## src/rtl/sw_debounce.sv

```systemverilog
// Two-flop synchroniser plus tick-sampled debounce for the board slide switches.
// Each bit must differ from sw_out for STABLE_TICKS consecutive ticks before it is accepted.
module sw_debounce #(
  parameter int WIDTH        = 18,
  parameter int TICK_DIV     = 50000,
  parameter int STABLE_TICKS = 16,
  parameter int CNT_W        = 16,
  parameter int STB_W        = 5,
  parameter logic [WIDTH-1:0] RESET_VAL = '0
) (
  input  logic             clk,
  input  logic             reset_n,
  input  logic [WIDTH-1:0] sw_in,
  output logic [WIDTH-1:0] sw_out,
  output logic [WIDTH-1:0] sw_change,
  output logic             any_change
);

  localparam logic [CNT_W-1:0] PRE_LAST = CNT_W'(TICK_DIV - 1);
  localparam logic [STB_W-1:0] CTR_LAST = STB_W'(STABLE_TICKS - 1);

  logic [WIDTH-1:0] sync1;
  logic [WIDTH-1:0] sync2;
  logic [WIDTH-1:0] update;
  logic [CNT_W-1:0] pre;
  logic [STB_W-1:0] ctr [WIDTH];
  logic             tick;

  always_ff @(posedge clk or negedge reset_n) begin
    if (!reset_n) begin
      sync1 <= RESET_VAL;
      sync2 <= RESET_VAL;
    end else begin
      sync1 <= sw_in;
      sync2 <= sync1;
    end
  end

  // With TICK_DIV = 1 the prescaler sits at 0 and tick is permanently high.
  assign tick = (pre == PRE_LAST);

  always_ff @(posedge clk or negedge reset_n) begin
    if (!reset_n) begin
      pre <= '0;
    end else if (tick) begin
      pre <= '0;
    end else begin
      pre <= pre + CNT_W'(1);
    end
  end

  always_comb begin
    update = '0;
    for (int i = 0; i < WIDTH; i++) begin
      update[i] = tick && (sync2[i] != sw_out[i]) && (ctr[i] == CTR_LAST);
    end
  end

  // A tick that sees the input back at the output level restarts qualification.
  always_ff @(posedge clk or negedge reset_n) begin
    if (!reset_n) begin
      for (int i = 0; i < WIDTH; i++) begin
        ctr[i] <= '0;
      end
    end else if (tick) begin
      for (int i = 0; i < WIDTH; i++) begin
        if ((sync2[i] == sw_out[i]) || update[i]) begin
          ctr[i] <= '0;
        end else begin
          ctr[i] <= ctr[i] + STB_W'(1);
        end
      end
    end
  end

  always_ff @(posedge clk or negedge reset_n) begin
    if (!reset_n) begin
      sw_out     <= RESET_VAL;
      sw_change  <= '0;
      any_change <= 1'b0;
    end else begin
      sw_out     <= (sw_out & ~update) | (sync2 & update);
      sw_change  <= update;
      any_change <= |update;
    end
  end

endmodule

```

## config.mk

```make
export PLATFORM = sky130hd
export DESIGN_NAME = sw_debounce
export DESIGN_NICKNAME = d
export VERILOG_FILES = /design/src/rtl/sw_debounce.sv
export SDC_FILE = /design/constraint.sdc
export NUM_CORES = 1
export LEC_CHECK = 0
export CAP_MARGIN = 20
export CELL_PAD_IN_SITES_DETAIL_PLACEMENT = 1
export CELL_PAD_IN_SITES_GLOBAL_PLACEMENT = 2
export CORE_MARGIN = 2
export CORE_UTILIZATION = 42
export DETAILED_ROUTE_END_ITERATION = 7
export HOLD_SLACK_MARGIN = 0.05
export PLACE_DENSITY_LB_ADDON = 0.1
export SETUP_SLACK_MARGIN = 0.02
export SLEW_MARGIN = 10
export SYNTH_ARGS = -nofsm -noshare
export SYNTH_HDL_FRONTEND = slang
export SYNTH_SLANG_ARGS = --single-unit
```

## constraint.sdc

```tcl
create_clock -name clk -period 3.48 [get_ports clk]
set_input_delay 1.044 -clock clk [delete_from_list [all_inputs] [get_ports clk]]
set_output_delay 1.044 -clock clk [all_outputs]
set_load 0.1 [all_outputs]
```

**Word-level counts from Yosys, hierarchy flattened**

Cells that the tools add are included.

- $add $sub $neg: 19
- Equal/unequal tests: 55
- Multiplexer cells: 19
- Bitwise operators: 4
- Reductions and logical operators: 55

Operators with widths:

| operator | count |
|---|---|
| $add A5 B1 Y5 const B | 18 |
| $eq A5 B4 Y1 const B | 18 |
| $mux W5 | 18 |
| $and A18 B18 Y18 | 2 |
| $logic_and A1 B1 Y1 | 36 |
| $eq A1 B1 Y1 | 18 |
| $logic_or A1 B1 Y1 | 18 |
| $ne A1 B1 Y1 | 18 |
| $not A18 Y18 | 1 |
| $or A18 B18 Y18 | 1 |
| $reduce_or A18 Y1 | 1 |
| $add A16 B1 Y16 const B | 1 |
| $eq A16 B16 Y1 const B | 1 |
| $mux W16 | 1 |

- Bits in registers: 179
- Logic and storage cells: 176

**Longest topological paths before layout**

- Word-level depth: 6
- Gate-level depth with buffers: 7
- Gate-level depth less buffers: 7

**Worst setup path after synthesis**

OpenSTA, ideal clock, no wires.

- Path type: register to register
- From: reg pre[10]
- To: reg ctr[89] (netlist bit)
- Setup time: 74 ps
- Arrival time: 2065 ps
- Required time: 3406 ps
- Setup slack: 1341 ps
- Stages on the path, launching flop included: 6
- Buffers on the path: 1
- Cell sequence: dfrtp_1 or4b_1 or4_4 buf_6 or4_4 o21ai_2

- Cells in the longest elaborated chain, start to end: 5

Ends and longest elaborated chain:

| element | RTL line | RTL |
|---|---|---|
| start, declared | 25 | `logic [CNT_W-1:0] pre;` |
| start signal, assigned | 48 | `pre <= pre + CNT_W'(1);` |
| $eq A16 B16 Y1 * | 40 | `assign tick = (pre == PRE_LAST);` |
| $logic_and A1 B1 Y1 (2 in series) | 55 | `update[i] = tick && (sync2[i] != sw_out[i]) && (ctr[i] == CTR_LAST);` |
| $logic_or A1 B1 Y1 | 67 | `if ((sync2[i] == sw_out[i]) \|\| update[i]) begin` |
| $mux W5 | 67 |  |
| end signal, assigned by index | 70 | `ctr[i] <= ctr[i] + STB_W'(1);` |
| end, declared | 26 | `logic [STB_W-1:0] ctr [WIDTH];` |

Mark *: on every way between the ends. The rest lies on a longest branch, timed or not.
A chain may end at the register's enable or synchronous reset.

==> impl_summary.log <==
INFO  metric cts-hold-fix-buffers = 0
INFO  metric core_area = 18100 sq um
INFO  metric grt_pass1_wl = 29.4 mm
INFO  metric p_sw_share = 22.2%
INFO  metric worstHoldPathCells = 0
INFO  metric maxCapViolCount = 0
INFO  metric commonest_non_fill_non_tap_cell_in_the_layout = sky130_fd_sc_hd__dfrtp_1
INFO  metric cts_setup_buffers = 0
INFO  metric antenna_viol_nets_final = 0
INFO  metric first_global_vias = 6072
INFO  metric avgRoutedWirePerCell = 16.4 um
INFO  metric via_count = 5622
INFO  metric synth_flop_cell = sky130_fd_sc_hd__dfrtp_1
INFO  metric final_hold_viol_count = 0
INFO  metric synth.distinct_cells = 42
INFO  metric synthesis.area_per_instance = 10.7 sq um
INFO  metric hold_end = sync2[17]
INFO  metric design_power_total = 0.00407 W
INFO  metric areaGrowthSynthToFinish = 16.5%
INFO  metric grt_use_total = 18.4%
INFO  metric p_comb_share = 2.7%
INFO  metric fin_crit_sh = 74.2%
INFO  metric grt_antenna_before_repair = 0
INFO  metric wl = 17.0 mm
INFO  metric synthesis.nets = 791
INFO  metric timing.setup.critical_path_class = flop to flop
INFO  metric endpoint_class_of_the_critical_path = flop
INFO  metric global_route.overflow_total = 0
INFO  metric yosysTopAreaCellShare = 57.3%
INFO  metric ys_async_sr_fraction = 100%
INFO  metric finalClockSkew = 12.6 ps
INFO  metric max_clock_freq = 0.388 GHz
INFO  metric totalNegativeSetupSlack = 0 ps
INFO  metric nets = 851
INFO  metric timing_worst_slew_pin_value = 835 ps
INFO  metric cts_resized = 0
INFO  metric synth_warnings = 0
INFO  metric reg2reg_setup_slack = 900 ps
INFO  metric internal_power = 0.00317 W
INFO  metric number_of_flip_flops_and_latches_in_the_synthesized_netlist = 179
INFO  metric commonest_cells_after_routing_fill_and_taps_aside = sky130_fd_sc_hd__dfrtp_1 (179), sky130_fd_sc_hd__nand2_1 (107), sky130_fd_sc_hd__o21ai_0 (70)
INFO  metric cts_max_path_buffers = 2
INFO  metric drc = 0
INFO  metric crit_chain = or4b_4, nor4_4, buf_4, nand2_1, mux2_1
INFO  metric die_area = 19700 sq um
INFO  metric power.share.clock = 45.4%
INFO  metric synth_area = 7820 sq um
INFO  metric static_power_due_to_leakage = 4.26 nW
INFO  metric peakVddDrop = 0.000280 V
INFO  metric p_per_area = 447 nW/um^2
INFO  metric post-dp-hpwl = 11.2 mm
INFO  metric netlist_instances = 734
INFO  metric grt_start_max_net_pins = 77
INFO  metric cp-start-kind = flop
INFO  metric timing.critical_path.required = 3780 ps
INFO  metric cts_max_level = 4
INFO  metric final-setup-viol-count = 0
INFO  metric row_count = 49
INFO  metric relative_slew_slack = 44.3%
INFO  metric insertedDiodeCount = 0
INFO  metric ys_seq_area_share = 57.3%
INFO  metric post_route_cells_drive_above_1_share = 10.3%
INFO  metric cts_tree = built
INFO  metric gp_routability_congestion = 0.770
INFO  metric flop_pwr_share = 51.9%
INFO  metric dr_iter_0_viols = 240
INFO  metric worst_ep_arrival_time = 2880 ps
INFO  metric finalHoldWorstSlack = 351 ps
INFO  metric synth_enable_flop_cells = 0
INFO  metric synthTopCellsByArea = sky130_fd_sc_hd__dfrtp_1 (57%), sky130_fd_sc_hd__ha_1 (5.9%), sky130_fd_sc_hd__nand2_1 (5.1%), sky130_fd_sc_hd__o21ai_0 (4.5%), sky130_fd_sc_hd__nand3_1 (4.0%)
INFO  metric ctsRootBufferMaster = sky130_fd_sc_hd__clkbuf_16
INFO  metric grt_setup_unrepaired = false
INFO  metric vias_per_cell = 5.43
INFO  metric dieWidth = 140 um
INFO  metric timing.final.max_slew_violations = 0
INFO  metric worst-path-max-fanout = 51
INFO  metric final_period_minus_worst_setup_slack = 2580 ps
INFO  metric numClockSinks = 179
INFO  metric io_buffer_count = 56
INFO  metric drt_pre_antenna_iters = 4
INFO  metric pin_count = 57
INFO  metric hold_path_class = flop to flop
INFO  metric worst_hold_startpoint = sync1[17]
INFO  metric rr_worst_depth = 5
INFO  metric p_sw = 0.000904 W
INFO  metric crit-reg2reg-launch = pre[12]
INFO  metric floorplan_die_height = 140 um
INFO  metric worst_skew_pair.late_latency = 430 ps
INFO  metric start_util = 43.2%
INFO  metric result_of_the_run = finished clean
INFO  metric slowest_cell_on_crit_path = sky130_fd_sc_hd__or4b_4
INFO  metric synth_area_leader_cell = sky130_fd_sc_hd__dfrtp_1
INFO  metric path_clk_slew = 70 ps
INFO  metric inserted_clock_buffers = 17
INFO  metric worst_path_largest_cell_delay = 590 ps
## area by class of cell
cell class,count,area (sq um)
clock buffers,22,464
clock inverters,10,101
fillers,2000,8970
inverters,32,120
multi-input cells,502,3120
flip-flops and latches,179,4480
well taps,229,287
repair buffers,62,539
## how the worst max path moves through the flow
stage / slack (ps) / startpoint / to
after global routing: 760 / pre[12] / flop
after detailed placement: 930 / pre[12] / flop
final: 900 / pre[12] / flop
after CTS: 910 / pre[12] / flop
after global placement: 1020 / pre[12] / flop
after floorplan: 1340 / pre[10] / ctr[89]
## critical path, delay by kind of cell (launching register included)
kind / cells / cell delay, ps
flops: 1 / 440
simple gates: 3 / 1080
mux: 1 / 350
buf+inv: 1 / 550
## cell usage after synthesis, drive strengths merged, types with 5 or more instances
library cell    n
dfrtp         179
clkbuf          8
nand2         107
a22o           14
o31ai          19
xnor2          26
or4            20
inv            32
o21ai          79
nand3          63
and3           20
nor3           20
buf            13
nor2           40
o22ai           5
nor3b           6
mux2           18
ha             37
## stage by stage
stage                     worst slack [ps]  std cells  utilization (%)  cell area [sq um]
after global routing                   760       1036             50.4               9110
after floorplan                       1340        734                -               7820
final                                  900       1036             50.4               9110
after detailed placement               926       1004             47.3               8550
after CTS                              908       1036             50.4               9110
after global placement                1020       1004             47.3               8550
## metal layers
metal	vias to the layer above	part of all wire (%)	track usage [%]
met5	-	0	0
met4	0	1.0	5.11
met3	13	2.5	3.83
met2	54	51	32.4
met1	2847	45	23.1
li1	2708	-	-
## logic make-up (layout without fill, tap and decap cells)
kind of cell    after synthesis  in the layout  synth area share [%]
xor+xnor                     28             28                  3.14
compound gates              124            124                  9.52
buf+inv                      53            126                  2.82
simple gates                295            295                  18.7
fa+ha+maj                    37             37                  5.92
flops                       179            179                  57.3
mux                          18             18                  2.59
## power groups by stage
stage / combinational, W / sequential [W] / clock, W
after detailed placement: 0.000114 / 0.00215 / 0
after floorplan: 0.0000327 / 0.00215 / 0
final: 0.000110 / 0.00211 / 0.00185
after global routing: 0.000127 / 0.00211 / 0.00200
after CTS: 0.000115 / 0.00211 / 0.00191
after global placement: 0.000109 / 0.00215 / 0
No activity file was read; power rests on OpenSTA's default activity.
